### src/rtl/uart_fifo_regs_if.sv
// Avalon-MM control bus between the system interconnect and the UART register block.
// Latency: none (signal bundle only).
// Backpressure: waitrequest from the slave stalls the master.
interface uart_fifo_regs_if;
    logic [7:0]  address;
    logic        read;
    logic [31:0] readdata;
    logic [1:0]  response;
    logic        write;
    logic [31:0] writedata;
    logic [3:0]  byteenable;
    logic        waitrequest;

    modport master (
        output address, read, write, writedata, byteenable,
        input  readdata, response, waitrequest
    );

    modport slave (
        input  address, read, write, writedata, byteenable,
        output readdata, response, waitrequest
    );
endinterface

### src/rtl/uart_fifo_regs.sv
// UART register front-end: Avalon-MM CSRs, TX/RX character FIFOs, sticky error flags, maskable IRQ.
// Latency: writes zero wait states; reads one wait state with registered data; FIFO pushes visible next cycle.
// Backpressure: tx_tvalid while TX FIFO holds data; rx_tready low when RX FIFO full; bus push into full TX is dropped and flagged.
module uart_fifo_regs #(
    parameter int unsigned DATA_WIDTH   = 8,
    parameter int unsigned TX_DEPTH     = 16,
    parameter int unsigned RX_DEPTH     = 16,
    parameter logic [15:0] PRESCALE_RST = 16'd54
) (
    input  logic                  clk,
    input  logic                  rst_n,
    uart_fifo_regs_if.slave       ctrl,
    output logic [DATA_WIDTH-1:0] tx_tdata,
    output logic                  tx_tvalid,
    input  logic                  tx_tready,
    input  logic [DATA_WIDTH-1:0] rx_tdata,
    input  logic                  rx_tvalid,
    output logic                  rx_tready,
    input  logic                  tx_busy,
    input  logic                  rx_busy,
    input  logic                  rx_overrun_error,
    input  logic                  rx_frame_error,
    output logic [15:0]           prescale,
    output logic                  irq
);
    localparam int unsigned TXA = $clog2(TX_DEPTH);
    localparam int unsigned RXA = $clog2(RX_DEPTH);
    localparam int unsigned TXL = TXA + 1;
    localparam int unsigned RXL = RXA + 1;

    localparam logic [2:0] A_TXDATA = 3'd0;
    localparam logic [2:0] A_RXDATA = 3'd1;
    localparam logic [2:0] A_STATUS = 3'd2;
    localparam logic [2:0] A_CTRL   = 3'd3;
    localparam logic [2:0] A_IRQ    = 3'd4;
    localparam logic [2:0] A_THR    = 3'd5;

    typedef enum logic {RD_IDLE, RD_DATA} rd_state_t;

    rd_state_t             rd_state_q, rd_state_d;
    logic [DATA_WIDTH-1:0] tx_mem_q [TX_DEPTH];
    logic [DATA_WIDTH-1:0] rx_mem_q [RX_DEPTH];
    logic [TXA-1:0]        tx_wr_ptr_q, tx_wr_ptr_d, tx_rd_ptr_q, tx_rd_ptr_d;
    logic [RXA-1:0]        rx_wr_ptr_q, rx_wr_ptr_d, rx_rd_ptr_q, rx_rd_ptr_d;
    logic [TXL-1:0]        tx_level_q, tx_level_d;
    logic [RXL-1:0]        rx_level_q, rx_level_d;
    logic [15:0]           prescale_q, prescale_d;
    logic [4:0]            irq_en_q, irq_en_d;
    logic [7:0]            tx_thr_q, tx_thr_d, rx_thr_q, rx_thr_d;
    logic [2:0]            sticky_q, sticky_d;      // {TX_OVF, RX_FRM, RX_OVR}
    logic                  irq_q, irq_d;
    logic [31:0]           rdata_q, rdata_d;
    logic [1:0]            resp_q, resp_d;
    logic                  rd_pop_q, rd_pop_d;

    logic                  addr_ok;
    logic [2:0]            reg_idx;
    logic                  wr_ctrl, wr_irq, wr_thr;
    logic                  tx_full, tx_push_req, tx_push, tx_pop, tx_ovf_set;
    logic                  rx_full, rx_push, rx_pop;
    logic [7:0]            tx_level8, rx_level8;
    logic [4:0]            irq_stat;
    logic [31:0]           rdata_c;
    logic [1:0]            resp_c;
    logic                  unused_ok;

    // Address decode: only the six word slots in the low 32 bytes exist.
    assign reg_idx     = ctrl.address[4:2];
    assign addr_ok     = (ctrl.address[7:5] == 3'd0) && (reg_idx <= A_THR);
    assign wr_ctrl     = ctrl.write && addr_ok && (reg_idx == A_CTRL);
    assign wr_irq      = ctrl.write && addr_ok && (reg_idx == A_IRQ);
    assign wr_thr      = ctrl.write && addr_ok && (reg_idx == A_THR);
    assign unused_ok   = ^{ctrl.address[1:0], ctrl.writedata[31:21], ctrl.byteenable[3]};

    // TX FIFO control: a pop in the same cycle frees the slot for a bus push even when full.
    assign tx_full     = (tx_level_q == TXL'(TX_DEPTH));
    assign tx_tvalid   = (tx_level_q != '0);
    assign tx_tdata    = tx_mem_q[tx_rd_ptr_q];
    assign tx_pop      = tx_tvalid && tx_tready;
    assign tx_push_req = ctrl.write && addr_ok && (reg_idx == A_TXDATA) && ctrl.byteenable[0];
    assign tx_push     = tx_push_req && (!tx_full || tx_pop);
    assign tx_ovf_set  = tx_push_req && tx_full && !tx_pop;

    // RX FIFO control: the core is refused when full and reports its own overrun.
    assign rx_full     = (rx_level_q == RXL'(RX_DEPTH));
    assign rx_tready   = !rx_full;
    assign rx_push     = rx_tvalid && rx_tready;

    assign tx_level8   = 8'(tx_level_q);
    assign rx_level8   = 8'(rx_level_q);
    assign irq_stat    = {sticky_q,
                          (rx_level8 != 8'd0) && (rx_level8 >= rx_thr_q),
                          (tx_level8 <= tx_thr_q)};

    assign ctrl.readdata    = rdata_q;
    assign ctrl.response    = resp_q;
    assign ctrl.waitrequest = ctrl.read && (rd_state_q == RD_IDLE);
    assign prescale         = prescale_q;
    assign irq              = irq_q;

    // Read mux: value the bus would see if the read were captured this cycle.
    always_comb begin
        rdata_c = '0;
        resp_c  = 2'b00;
        if (!addr_ok) begin
            resp_c = 2'b10;
        end else begin
            case (reg_idx)
                A_RXDATA: begin
                    if (rx_level_q != '0) begin
                        rdata_c[DATA_WIDTH-1:0] = rx_mem_q[rx_rd_ptr_q];
                        rdata_c[31]             = 1'b1;
                    end
                end
                A_STATUS: rdata_c = {14'd0, rx_busy, tx_busy, rx_level8, tx_level8};
                A_CTRL:   rdata_c = {11'd0, irq_en_q, prescale_q};
                A_IRQ:    rdata_c = {27'd0, irq_stat};
                A_THR:    rdata_c = {16'd0, rx_thr_q, tx_thr_q};
                default:  rdata_c = '0;
            endcase
        end
    end

    // Read handshake: capture data in the stall cycle, apply the RX pop in the completing cycle.
    always_comb begin
        rd_state_d = rd_state_q;
        rdata_d    = rdata_q;
        resp_d     = resp_q;
        rd_pop_d   = rd_pop_q;
        rx_pop     = 1'b0;
        case (rd_state_q)
            RD_IDLE: begin
                if (ctrl.read) begin
                    rd_state_d = RD_DATA;
                    rdata_d    = rdata_c;
                    resp_d     = resp_c;
                    rd_pop_d   = addr_ok && (reg_idx == A_RXDATA) && (rx_level_q != '0);
                end
            end
            RD_DATA: begin
                rd_state_d = RD_IDLE;
                rx_pop     = ctrl.read && rd_pop_q;
                rd_pop_d   = 1'b0;
            end
            default: rd_state_d = RD_IDLE;
        endcase
    end

    // Next-state for FIFO pointers/levels, CSRs, sticky flags and the interrupt.
    always_comb begin
        tx_wr_ptr_d = tx_wr_ptr_q + TXA'(tx_push);
        tx_rd_ptr_d = tx_rd_ptr_q + TXA'(tx_pop);
        tx_level_d  = tx_level_q + TXL'(tx_push) - TXL'(tx_pop);
        rx_wr_ptr_d = rx_wr_ptr_q + RXA'(rx_push);
        rx_rd_ptr_d = rx_rd_ptr_q + RXA'(rx_pop);
        rx_level_d  = rx_level_q + RXL'(rx_push) - RXL'(rx_pop);
        prescale_d  = prescale_q;
        irq_en_d    = irq_en_q;
        tx_thr_d    = tx_thr_q;
        rx_thr_d    = rx_thr_q;
        sticky_d    = sticky_q;
        if (wr_ctrl) begin
            if (ctrl.byteenable[0]) prescale_d[7:0]  = ctrl.writedata[7:0];
            if (ctrl.byteenable[1]) prescale_d[15:8] = ctrl.writedata[15:8];
            if (ctrl.byteenable[2]) irq_en_d         = ctrl.writedata[20:16];
        end
        if (wr_thr) begin
            if (ctrl.byteenable[0]) tx_thr_d = ctrl.writedata[7:0];
            if (ctrl.byteenable[1]) rx_thr_d = ctrl.writedata[15:8];
        end
        if (wr_irq && ctrl.byteenable[0]) begin
            sticky_d = sticky_q & ~ctrl.writedata[4:2];
        end
        // A new event in the same cycle as a clear must survive.
        sticky_d = sticky_d | {tx_ovf_set, rx_frame_error, rx_overrun_error};
        irq_d    = |(irq_stat & irq_en_q);
    end

    // Control and status state with asynchronous reset.
    always_ff @(posedge clk or negedge rst_n) begin
        if (!rst_n) begin
            rd_state_q  <= RD_IDLE;
            tx_wr_ptr_q <= '0;
            tx_rd_ptr_q <= '0;
            tx_level_q  <= '0;
            rx_wr_ptr_q <= '0;
            rx_rd_ptr_q <= '0;
            rx_level_q  <= '0;
            prescale_q  <= PRESCALE_RST;
            irq_en_q    <= '0;
            tx_thr_q    <= '0;
            rx_thr_q    <= '0;
            sticky_q    <= '0;
            irq_q       <= 1'b0;
            rdata_q     <= '0;
            resp_q      <= 2'b00;
            rd_pop_q    <= 1'b0;
        end else begin
            rd_state_q  <= rd_state_d;
            tx_wr_ptr_q <= tx_wr_ptr_d;
            tx_rd_ptr_q <= tx_rd_ptr_d;
            tx_level_q  <= tx_level_d;
            rx_wr_ptr_q <= rx_wr_ptr_d;
            rx_rd_ptr_q <= rx_rd_ptr_d;
            rx_level_q  <= rx_level_d;
            prescale_q  <= prescale_d;
            irq_en_q    <= irq_en_d;
            tx_thr_q    <= tx_thr_d;
            rx_thr_q    <= rx_thr_d;
            sticky_q    <= sticky_d;
            irq_q       <= irq_d;
            rdata_q     <= rdata_d;
            resp_q      <= resp_d;
            rd_pop_q    <= rd_pop_d;
        end
    end

    // Character storage; contents are don't-care until a level counter covers them.
    always_ff @(posedge clk) begin
        if (tx_push) tx_mem_q[tx_wr_ptr_q] <= ctrl.writedata[DATA_WIDTH-1:0];
        if (rx_push) rx_mem_q[rx_wr_ptr_q] <= rx_tdata;
    end
endmodule

### src/flat_wrapper.sv
// flat-port wrapper written by rule: the top's interface ports become plain ports
module uart_fifo_regs_flat 
#(
    parameter int unsigned DATA_WIDTH   = 8,
    parameter int unsigned TX_DEPTH     = 16,
    parameter int unsigned RX_DEPTH     = 16,
    parameter logic [15:0] PRESCALE_RST = 16'd54
)
  (clk, rst_n, tx_tdata, tx_tvalid, tx_tready, rx_tdata, rx_tvalid, rx_tready, tx_busy, rx_busy, rx_overrun_error, rx_frame_error, prescale, irq, ctrl_address, ctrl_read, ctrl_write, ctrl_writedata, ctrl_byteenable, ctrl_readdata, ctrl_response, ctrl_waitrequest);
  uart_fifo_regs_if ctrl_i ();
  input  logic clk;
  input  logic rst_n;
  output logic [DATA_WIDTH-1:0] tx_tdata;
  output logic tx_tvalid;
  input  logic tx_tready;
  input  logic [DATA_WIDTH-1:0] rx_tdata;
  input  logic rx_tvalid;
  output logic rx_tready;
  input  logic tx_busy;
  input  logic rx_busy;
  input  logic rx_overrun_error;
  input  logic rx_frame_error;
  output logic [15:0] prescale;
  output logic irq;
  input wire logic [$bits(ctrl_i.address)-1:0] ctrl_address;
  input wire logic [$bits(ctrl_i.read)-1:0] ctrl_read;
  input wire logic [$bits(ctrl_i.write)-1:0] ctrl_write;
  input wire logic [$bits(ctrl_i.writedata)-1:0] ctrl_writedata;
  input wire logic [$bits(ctrl_i.byteenable)-1:0] ctrl_byteenable;
  output wire logic [$bits(ctrl_i.readdata)-1:0] ctrl_readdata;
  output wire logic [$bits(ctrl_i.response)-1:0] ctrl_response;
  output wire logic [$bits(ctrl_i.waitrequest)-1:0] ctrl_waitrequest;
  assign ctrl_i.address = ctrl_address;
  assign ctrl_i.read = ctrl_read;
  assign ctrl_i.write = ctrl_write;
  assign ctrl_i.writedata = ctrl_writedata;
  assign ctrl_i.byteenable = ctrl_byteenable;
  assign ctrl_readdata = ctrl_i.readdata;
  assign ctrl_response = ctrl_i.response;
  assign ctrl_waitrequest = ctrl_i.waitrequest;
  uart_fifo_regs #(.DATA_WIDTH(DATA_WIDTH), .TX_DEPTH(TX_DEPTH), .RX_DEPTH(RX_DEPTH), .PRESCALE_RST(PRESCALE_RST)) u_core (.clk(clk), .rst_n(rst_n), .ctrl(ctrl_i), .tx_tdata(tx_tdata), .tx_tvalid(tx_tvalid), .tx_tready(tx_tready), .rx_tdata(rx_tdata), .rx_tvalid(rx_tvalid), .rx_tready(rx_tready), .tx_busy(tx_busy), .rx_busy(rx_busy), .rx_overrun_error(rx_overrun_error), .rx_frame_error(rx_frame_error), .prescale(prescale), .irq(irq));
endmodule
### config.mk
export PLATFORM = sky130hd
export DESIGN_NAME = uart_fifo_regs_flat
export DESIGN_NICKNAME = d
export VERILOG_FILES = /design/src/rtl/uart_fifo_regs_if.sv /design/src/rtl/uart_fifo_regs.sv /design/src/flat_wrapper.sv
export SDC_FILE = /design/constraint.sdc
export NUM_CORES = 1
export LEC_CHECK = 0
export CAP_MARGIN = 30
export CORE_AREA = 4 4 148 185
export DETAILED_ROUTE_END_ITERATION = 8
export DIE_AREA = 0 0 152 189
export PLACE_DENSITY = 0.79
export SETUP_SLACK_MARGIN = 0.05
export SLEW_MARGIN = 20
export SYNTH_ARGS = -nofsm -noshare
export SYNTH_HDL_FRONTEND = slang
export SYNTH_SLANG_ARGS = --single-unit
### constraint.sdc
create_clock -name clk -period 2.95 [get_ports clk]
set_input_delay 0.59 -clock clk [delete_from_list [all_inputs] [get_ports clk]]
set_output_delay 0.59 -clock clk [all_outputs]
set_load 0.005 [all_outputs]
* Yosys cells after proc, flatten, opt, wreduce, memory -nomap -nowiden
Memories as Yosys holds them, arrays and structs flattened. Index checks and enable logic that the tools add are counted.
Word-level totals: register bits after elaboration 103, RAM bits 256, bits of input ports 62, memories 2
Operators by class: add/subtract/negate cells 8, $lt $le $gt $ge 3, eq/ne operators 8, muxes and demuxes 17, bitwise gates (word level) 5, reduce and logical (&&, ||, !) cells 34
Memory list:
- u_core.rx_mem_q | depth 16, width 8, read ports 1, clocked after Yosys merged registers in 0, wr ports 1, line uart_fifo_regs.sv:42 | logic [DATA_WIDTH-1:0] rx_mem_q [RX_DEPTH];
- u_core.tx_mem_q | depth 16, width 8, read ports 1, clocked after Yosys merged registers in 0, wr ports 1, line uart_fifo_regs.sv:41 | logic [DATA_WIDTH-1:0] tx_mem_q [TX_DEPTH];
Operators by type and width (count):
- $pmux W8 S5 | 1
- $pmux W13 S3 | 1
- $mux W32 | 1
- $logic_and A1 B1 Y1 | 18
- $add A4 B1 Y4 | 4
- $reduce_and A2 Y1 | 6
- $add A5 B1 Y5 | 2
- $eq A5 B5 Y1 const B | 2
- $reduce_bool A5 Y1 | 2
- $sub A5 B1 Y5 | 2
- $mux W1 | 9
- $ge A5 B8 Y1 | 1
- $le A5 B8 Y1 | 1
- $mux W8 | 1
- $reduce_bool A8 Y1 | 1
- $eq A3 B2 Y1 const B | 2
- $eq A3 B3 Y1 const B | 2
- $logic_not A3 Y1 | 2
- $and A5 B5 Y5 | 1
- $reduce_or A5 Y1 | 1
- $pmux W1 S2 | 2
- $and A3 B3 Y3 | 1
- $eq A3 B1 Y1 const B | 1
- $le A3 B3 Y1 const B | 1
- 8 further kinds | 10

* Logic depth before layout (Yosys ltp)
depth in word-level cells 8, mapped depth 15, mapped depth without buffers 15

* Least setup slack after synthesis
Ideal clock, no wire load.
path kind reg2reg, start register u_core.tx_level_q[3], end register u_core.tx_level_q[4], setup time 0.125 ns, arrival time 2.609 ns, data required time 2.825 ns, setup slack 0.216 ns, stages on the path, launching flop included 16, path buffers 0, clock period less this slack 2.734 ns, cells stage by stage dfrtp_1 -> inv_1 -> ha_1 -> nor3b_1 -> nand2b_1 -> and2_1 -> ha_1 -> inv_1 -> ha_1 -> inv_1 -> fa_1 -> inv_1 -> a21oi_1 -> nor2_1 -> nor2_1 -> xnor2_1
Between the ends: cells in the longest elaborated chain, start to end 6, elaborated cells between the ends (all ways) 8, those cells by class add/sub (2); eq/ne (1); reduce/logical (5)
Ends and longest elaborated chain:
- from (decl) | line uart_fifo_regs.sv:45 | logic [TXL-1:0] tx_level_q, tx_level_d;
- from (signal assigned) | line uart_fifo_regs.sv:202 | tx_level_q <= tx_level_d;
- $reduce_bool A5 Y1 (*) | line uart_fifo_regs.sv:77 | assign tx_tvalid = (tx_level_q != '0);
- net tx_tvalid | line flat_wrapper.sv:14 | output logic tx_tvalid;
- $logic_and A1 B1 Y1 (*) | line uart_fifo_regs.sv:79 | assign tx_pop = tx_tvalid && tx_tready;
- $logic_or A1 B1 Y1 | line uart_fifo_regs.sv:81 | assign tx_push = tx_push_req && (!tx_full || tx_pop);
- $logic_and A1 B1 Y1 | line uart_fifo_regs.sv:81
- $add A5 B1 Y5 | line uart_fifo_regs.sv:153 | tx_level_d = tx_level_q + TXL'(tx_push) - TXL'(tx_pop);
- $sub A5 B1 Y5 (*) | line uart_fifo_regs.sv:153
- net u_core.tx_level_d[4] | line uart_fifo_regs.sv:45
The timed path passes the listed nets; every way through them passes the cells marked *. A chain may end at the register's enable or synchronous reset.

* Worst setup path in the final report
start register u_core.tx_rd_ptr_q[0], end output port tx_tdata[2]
Between the ends: cells in the longest elaborated chain, start to end 1
Ends and longest elaborated chain:
- from (decl) | line uart_fifo_regs.sv:43 | logic [TXA-1:0] tx_wr_ptr_q, tx_wr_ptr_d, tx_rd_ptr_q, tx_rd_ptr_d;
- from (signal assigned) | line uart_fifo_regs.sv:201 | tx_rd_ptr_q <= tx_rd_ptr_d;
- $mem_v2 Z16 W8
- to (decl) | line flat_wrapper.sv:13 | output logic [DATA_WIDTH-1:0] tx_tdata;
No other way between the ends.

==> flow_summary.ini <==
[timing]
tightestPinTransition_ns = 0.884
grt_setup_unrepaired = yes
setup-violations-final = 0
max_freq_ghz = 0.344
remaining_max_slew_budget_at_the_tightest_pin_pct = 40.9
timing.final.hold_violations = 0
finalMaxSlewViolations = 0
period_minus_slack_ns = 2.91
timing.final.crit_share_pct = 98.5
whs_ns = 0.127
setup-tns-final_ns = 0
finalClockSkew_ns = 0.0116

[finish]
final-instance-count-excl-fill = 1456
commonest_cells_after_routing_fill_and_taps_aside = edfxtp_1, clkdlybuf4s50_1, dfrtp_1
nets_finish = 1184
proportion_of_layout_cells_with_a_drive_suffix_above_1_pct = 24.6
finish.utilization_pct = 69.1
filler_cell_count = 1692
mostFrequentLayoutCell = edfxtp_1
diode_insertion_count_for_antenna_repair = 0
flow.area_growth_from_synthesis_pct = 21.6

[clocking]
cts-buffers-inserted = 34
clkLatencyLatePin_ns = 0.50
cts_sinks = 348
ctsLongestPathBuffers = 3
clockRootBuffer = clkbuf_16
htree_num_levels = 2
worst_setup_hold_path_clk_slew_ns = 0.06
tritoncts = done

[logic_synthesis]
ys_types = 58
synthCells = 909
syn_std_cell_area_um2 = 14600
ys_ff_latch = 348
postSynth.asyncResetShare_pct = 26.4
yosys_warnings = 0
synthFlopType = edfxtp_1
seq_area_frac_synth_pct = 68.3
synth.avg_cell_area_um2 = 16.1
synth_edf_count = 256

[grt]
antenna_violations_before_repair = 0
grt_max_degree = 53
global_route_wire_length_before_repair_mm = 50.1
gr_util_all_layers_pct = 22.3
grt_pass1_vias = 8896
grt.overflow.total = 0

[power]
power.static_leakage_nw = 6.66
design_power_total_mw = 13.7
power.density_cell_area_nw_per_um2 = 767
vdd_drop_max_mv = 0.693

[setup_path]
cp.required_ns = 2.36
path_max_fanout = 5
critical_path.endpoint_type = primary output
worstPathArrival_ns = 2.32
setup.worst_path.class = reg2out
cp-start-kind = flip-flop

[detailed_routing]
final_antenna_net_count = 0
drtPass1Iterations = 5
drt-initial-drc-count = 593
drt_wl_total_mm = 31.9
avgViaCountPerCell = 5.80
detail_route.wl_per_cell_um = 21.9
num_vias = 8450
post-route-drc-count = 0

[die]
floorplan.initialDensity_pct = 56.8
std_cell_rows = 66
dieArea_um2 = 28700
chipWidth_um = 152
num_io_pins = 124
core_region_area_um2 = 25800
vertical_extent_of_the_die_um = 189

[flow_run]
max-cap-violations = 0

[place]
io_buffers = 98
dp.cells = 1383
dp.final_hpwl_mm = 21.8
routabilityCongestion = 0.834

[min_path]
worstHoldPathType = in2async

[outcome]
outcome = finished, final reports clean
## final cells by class
cell class              instances  area, um2  area share [%]
clock inverters                13        138           0.774
multi-input cells             489       4400            24.7
clock buffers                  49        991            5.57
inverters                      29        109           0.612
well taps                     340        425            2.39
flip-flops and latches        348      10000            56.2
repair buffers                188       1730            9.71
## flip-flops by register name, indices dropped and copies added, names as in the netlist, 5 cells and up
signal / flops
u_core.irq_en_q: 5
u_core.rx_thr_q: 8
u_core.tx_thr_q: 8
u_core.ctrl.readdata: 22
u_core.rx_mem_q: 128
u_core.tx_mem_q: 128
u_core.rx_level_q: 5
u_core.tx_level_q: 5
u_core.prescale: 16
## routing by layer
layer	vias up	wire [um]	track usage, %	share of wire [%]
met4	0	1290	9.13	4.0
met3	77	1310	3.59	4.1
li1	3833	-	-	-
met1	4299	12100	26.9	38
met2	241	17200	40.1	54
met5	-	0	0	0
## synthesized netlist by cell type (5+ instances only)
| master | number | area [um2] |
|---|---|---|
| nor3_1 | 11 | 55.1 |
| inv_1 | 28 | 105 |
| nand2b_1 | 11 | 68.8 |
| nand3_1 | 17 | 85.1 |
| xor2_1 | 6 | 52.6 |
| a22oi_1 | 13 | 97.6 |
| and2_1 | 5 | 31.3 |
| a221oi_1 | 10 | 87.6 |
| o22ai_1 | 5 | 31.3 |
| nand2_1 | 60 | 225 |
| mux2i_1 | 48 | 480 |
| edfxtp_1 | 256 | 7690 |
| nor2_1 | 34 | 128 |
| clkbuf_1 | 18 | 67.6 |
| ha_1 | 30 | 375 |
| a21oi_1 | 22 | 110 |
| mux2_2 | 37 | 417 |
| mux4_2 | 47 | 1060 |
| nor2b_1 | 7 | 43.8 |
| a22o_1 | 11 | 96.3 |
| xnor2_1 | 10 | 87.6 |
| dfrtp_1 | 88 | 2200 |
| buf_4 | 16 | 120 |
| a21o_1 | 8 | 60.1 |
| buf_2 | 12 | 60.1 |
| o21ai_0 | 43 | 215 |
## per-stage QoR
step	setup WS, ns	area, um2
final	0.0438	17800
after global routing	-0.0234	17800
after CTS	0.0201	17800
after detailed placement	-0.109	16400
after global placement	-0.0975	16400
after floorplan	0.216	14700
## repair_timing
item / in CTS / in global routing
gates cloned: 1 / 0
endpoints found under the setup margin: 8 / 8
pin swaps: 17 / 12
resized for setup: 55 / 17
endpoints found under the hold margin: 0 / 0
hold buffers: 0 / 0
setup buffers: 11 / 0
## power breakdown
group          switching (mW)  internal (mW)
Combinational            1.71           1.68
Clock                    1.72           2.60
Sequential              0.290           5.65
## path summary, 6_finish.rpt
path	from	end	slack (ns)	cells after the start
setup reg to reg	u_core.tx_level_q[2]	u_core.tx_level_q[4]	0.39	15
setup / recovery	u_core.tx_rd_ptr_q[0]	tx_tdata[2]	0.04	8
max in group asynchronous	rst_n	u_core.prescale[5]	2.15	2
hold / removal	rst_n	u_core.prescale[9]	0.13	1
hold reg to reg	u_core.rd_state_q	u_core.rd_pop_q	0.43	1
min in group clk	u_core.rd_state_q	u_core.rd_pop_q	0.43	1
## kinds of logic after synthesis
family,after synthesis,synth area share (%)
AND/OR/NAND/NOR,167,5.61
other,1,0.0256
multiplexers,132,13.4
XOR/XNOR,16,0.958
AO/OA/AOI/OAI,131,6.11
adder cells (fa/ha/maj),32,2.84
buffers and inverters,82,2.77
flip-flops,348,68.3
## worst max-delay path: stages (launching register included)
cell	delay, ns
dfrtp_4	0.51
buf_12	0.14
buf_12	0.12
mux2_2	0.23
o21ai_0	0.08
a21oi_1	0.42
a22oi_2	0.14
nand2_1	0.08
buf_2	0.11
No activity file was read; power rests on OpenSTA's default activity.
==> variant 1: new RTL, same settings <==
The output `irq` loses its register stage (`irq_q` becomes a continuous assignment).
--- a/src/rtl/uart_fifo_regs.sv
+++ b/src/rtl/uart_fifo_regs.sv
@@ -191,7 +191,6 @@
             tx_thr_q    <= '0;
             rx_thr_q    <= '0;
             sticky_q    <= '0;
-            irq_q       <= 1'b0;
             rdata_q     <= '0;
             resp_q      <= 2'b00;
             rd_pop_q    <= 1'b0;
@@ -208,12 +207,13 @@
             tx_thr_q    <= tx_thr_d;
             rx_thr_q    <= rx_thr_d;
             sticky_q    <= sticky_d;
-            irq_q       <= irq_d;
             rdata_q     <= rdata_d;
             resp_q      <= resp_d;
             rd_pop_q    <= rd_pop_d;
         end
     end
+
+    assign irq_q = irq_d;
 
     // Character storage; contents are don't-care until a level counter covers them.
     always_ff @(posedge clk) begin
Check against the original RTL: not equivalent (Yosys sat finds a counterexample within 4 cycles, from zero or initial values and one cycle with rst_n low).
==> variant 1 against the unedited design <==
  * Wire length grew 1.4%
  * Synthesized area shrank 0.17%
  * Worst setup slack improved by 0.056 ns
  * Total power decreased by 1.7%
  * Final area is 0.32% lower
  * Critical path depth unchanged
  * Sequential cell count decreased by 1
  * Final cell count is 0.21% higher
  * Critical path type unchanged
  * Largest cell class unchanged
==> variant 1: results (changes against the unedited design) <==
average vias per placed instance 5.797 (-0.11%); Inst Count DP 1382 (-0.072%); sequential fraction of the synthesis area 68.26% (about the same); Clk power 4030 µW (-6.7%); postcts setup bufs 14 (+3); DRT Wirelength 32.34 mm (+1.4%); first-pass GRT wire length 50.38 mm (+0.62%); Initial DRC Count 566 (-4.6%); Total GRT Usage 22.60% (+0.32 points); vias in the first global route 8821 (-0.84%); GRT met1 Usage 27.23% (+0.37 points); LEAKAGE 0.006645 µW (-0.28%); post-place setup slack -0.1522 ns (-0.04303 ns); Worst Tran Pin Value 0.8765 ns (-0.007946 ns); largest net degree at the start of global routing 57 (+7.5%); Seq power 5930 µW (about the same); Hold Slack 0.1526 ns (+0.02558 ns); routed wl met3 1.345 mm (+2.5%); setup ws final 0.09989 ns (+0.05611 ns); share of cells above drive strength 1 24.58% (about the same); worst setup path endpoint tx_tdata[4]; Syn Area/Cell 16.09 µm² (about the same); reg2reg start u_core.tx_level_q[3]; HPWL reported at the end of detailed placement 21.94 mm (+0.62%); Worst path slowest cell dfrtp_2; Post-synth top cells edfxtp_1, dfrtp_1, nand2_1, mux2i_1, mux4_2; P_int 9736 µW (-1.9%); P per Cell Area 757.1 nW/µm² (-1.3%); M2 GR Usage 41.27% (+1.2 points); met3 GRT Util 3.635% (+0.046 points); post-CTS sizing 51 (-7.3%); fin nets 1188 (+0.34%); met1 wire length 12.19 mm (+0.80%); routability cong. 0.8699 (+4.3%); # fillers 1706 (+0.83%); Max Clock Skew 0.01279 ns (+0.001235 ns); peak supply drop 0.0008222 V (+19%); Avg WL per Cell 22.16 µm (+1.2%); status finished clean; FFs w/ async S/R, synth 26.22% (-0.21 points)
## variant 1: critical path: cells and delay by family (launching register included)
kind / cells / cell delay [ns]
buffers and inverters: 3 / 0.54
DFF: 1 / 0.43
muxes: 1 / 0.27
and+or+nand+nor: 1 / 0.06
AOI/OAI and AO/OA: 3 / 0.45
## variant 1: cell families (layout without fill, tap and decap cells)
logic type	Yosys count	count (layout)	share of synthesized area, %
adder cells (fa/ha/maj)	32	32	2.844
other	1	11	0.02568
multiplexers	132	132	13.39
AO/OA/AOI/OAI	131	131	6.125
AND/OR/NAND/NOR	167	167	5.620
flip-flops	347	347	68.26
XOR/XNOR	16	16	0.9594
buffers and inverters	82	283	2.776
## variant 1: area by class of cell
class | count | area, µm² | share of cell area [%]
flip-flops and latches | 347 | 9972 | 56.23
inverters | 29 | 108.9 | 0.6138
clock buffers | 49 | 952.2 | 5.369
clock inverters | 12 | 82.58 | 0.4656
repair buffers | 193 | 1799 | 10.14
well taps | 340 | 425.4 | 2.399
multi-input cells | 489 | 4395 | 24.78
==> variant 2: new RTL, config.mk and constraints unchanged <==
Made on the original files. `PRESCALE_RST` is set to 16'd54 in 2 places; all go to 16'd32.
--- a/src/rtl/uart_fifo_regs.sv
+++ b/src/rtl/uart_fifo_regs.sv
@@ -5,7 +5,7 @@
     parameter int unsigned DATA_WIDTH   = 8,
     parameter int unsigned TX_DEPTH     = 16,
     parameter int unsigned RX_DEPTH     = 16,
-    parameter logic [15:0] PRESCALE_RST = 16'd54
+    parameter logic [15:0] PRESCALE_RST = 16'd32
 ) (
     input  logic                  clk,
     input  logic                  rst_n,
--- a/src/flat_wrapper.sv
+++ b/src/flat_wrapper.sv
@@ -4,7 +4,7 @@
     parameter int unsigned DATA_WIDTH   = 8,
     parameter int unsigned TX_DEPTH     = 16,
     parameter int unsigned RX_DEPTH     = 16,
-    parameter logic [15:0] PRESCALE_RST = 16'd54
+    parameter logic [15:0] PRESCALE_RST = 16'd32
 )
   (clk, rst_n, tx_tdata, tx_tvalid, tx_tready, rx_tdata, rx_tvalid, rx_tready, tx_busy, rx_busy, rx_overrun_error, rx_frame_error, prescale, irq, ctrl_address, ctrl_read, ctrl_write, ctrl_writedata, ctrl_byteenable, ctrl_readdata, ctrl_response, ctrl_waitrequest);
   uart_fifo_regs_if ctrl_i ();
Function: changed (a bounded check fails within 4 cycles, from zero or initial values and one cycle with rst_n low).
==> variant 2 against the unedited design <==
  * Synthesized area about the same
  * Worst setup slack better by 0.015 ns
  * Wire length up 2.8%
  * Hold slack worse by 0.064 ns
  * Sequential cell count unchanged
  * Total power down 0.52%
  * Sequential power about the same
  * Final area about the same
  * Critical endpoint is now tx_tdata[6]
==> variant 2: results (changes against the unedited design) <==
Num CTS Buffers 31 (-8.8%); status finished clean; crit path DAT 2.30 ns (-0.02 ns); LEAKAGE 0.006689 µW (+0.37%); Area contributors post-synth edfxtp_1, dfrtp_1, mux4_2; Total GRT Usage 23.02% (+0.75 points); crit path max fanout 8 (+3); routability cong. 0.8701 (+4.3%); vias 8540 (+1.1%); Initial DRC Count 566 (-4.6%); sequential fraction of the synthesis area 68.31% (about the same); peak supply drop 0.0006963 V (+0.47%); post-place setup slack -0.1311 ns (-0.02195 ns); Max Clock Skew 0.01889 ns (+0.007329 ns); Post-synth top cells edfxtp_1, dfrtp_1, nand2_1, mux2i_1, mux4_2; HPWL reported at the end of detailed placement 22.28 mm (+2.2%); # fillers 1688 (-0.24%); Synth top area share 52.56% (about the same); CTS HTree Levels 1 (-1); first-pass GRT wire length 51.78 mm (+3.4%); largest net degree at the start of global routing 51 (-3.8%); DRT Wirelength 32.80 mm (+2.8%); vias in the first global route 9093 (+2.2%); share of cells above drive strength 1 24.91% (+0.36 points); Worst Tran Pin Value 0.8815 ns (-0.002993 ns); Avg WL per Cell 22.46 µm (+2.5%); Post-synth EDFFs 256 (unchanged); First-pass DRT Iterations 6 (+1)
[variant 2: changes by cell type after synthesis, sizes merged]
cell / change
dfrtp: +3
dfstp: -3
[variant 2: logic make-up after synthesis]
| group | count (synthesis) | synth area share, % |
|---|---|---|
| fa+ha+maj | 32 | 2.840 |
| buf+inv | 82 | 2.772 |
| xor+xnor | 16 | 0.9581 |
| simple gates | 167 | 5.612 |
| flops | 348 | 68.31 |
| other cells | 1 | 0.02564 |
| mux | 132 | 13.37 |
| compound gates | 131 | 6.116 |
[variant 2: report_power, final]
group          internal, µW  total, µW  leakage (µW)  switching, µW
combinational          1740       3450       0.00270           1710
clock                  2450       4180      0.000508           1730
sequential             5640       5950       0.00348            309
[variant 2: final timing paths]
| kind | start | endpoint | slack, ns |
|---|---|---|---|
| min in group clk | u_core.rd_state_q | u_core.rd_pop_q | 0.46 |
| hold reg to reg | u_core.rd_state_q | u_core.rd_pop_q | 0.46 |
| setup reg to reg | u_core.tx_level_q[2] | u_core.tx_level_q[4] | 0.39 |
| hold / removal | rst_n | u_core.prescale[11] | 0.06 |
| setup / recovery | u_core.tx_rd_ptr_q[0] | tx_tdata[6] | 0.06 |
| max in group asynchronous | rst_n | u_core.tx_rd_ptr_q[0] | 2.20 |
[variant 2: cell type report]
class / count / area share [%]
Sequential cell: 348 / 56.18
Multi-Input combinational cell: 489 / 24.58
Timing Repair Buffer: 197 / 10.21
Clock buffer: 40 / 4.720
Tap cell: 340 / 2.392
Clock inverter: 17 / 1.308
Inverter: 29 / 0.6120
[variant 2: routing by layer]
metal | global-route usage (%) | vias up | part of all wire (%)
met3 | 2.995 | 82 | 4.7
met4 | 9.789 | 0 | 4.8
met5 | 0 | - | 0
met1 | 26.94 | 4311 | 36
met2 | 42.68 | 297 | 55
li1 | - | 3850 | -
[variant 2: what timing repair did]
item | CTS | global route
pin swaps | 16 | 10
cloned | 1 | 0
buffers inserted | 18 | 1
endpoints found under the setup margin | 8 | 9
hold buffers | 0 | 0
resized for setup | 56 | 16
[variant 2: critical path, stage by stage (launching register included)]
cell and delay (ns):
dfrtp_2 0.45, buf_12 0.16, buf_12 0.12, buf_6 0.09, mux4_2 0.49, a22oi_2 0.20
nand2_1 0.08, buf_2 0.13
[variant 2: through the flow]
stage                     hold WS (ns)  cell area [µm²]
final                          0.06279            17790
after detailed placement        0.4418            16440
after global routing           0.09218            17790
after floorplan                 0.2944            14660
after CTS                      0.08060            17740
after global placement          0.4143            16440
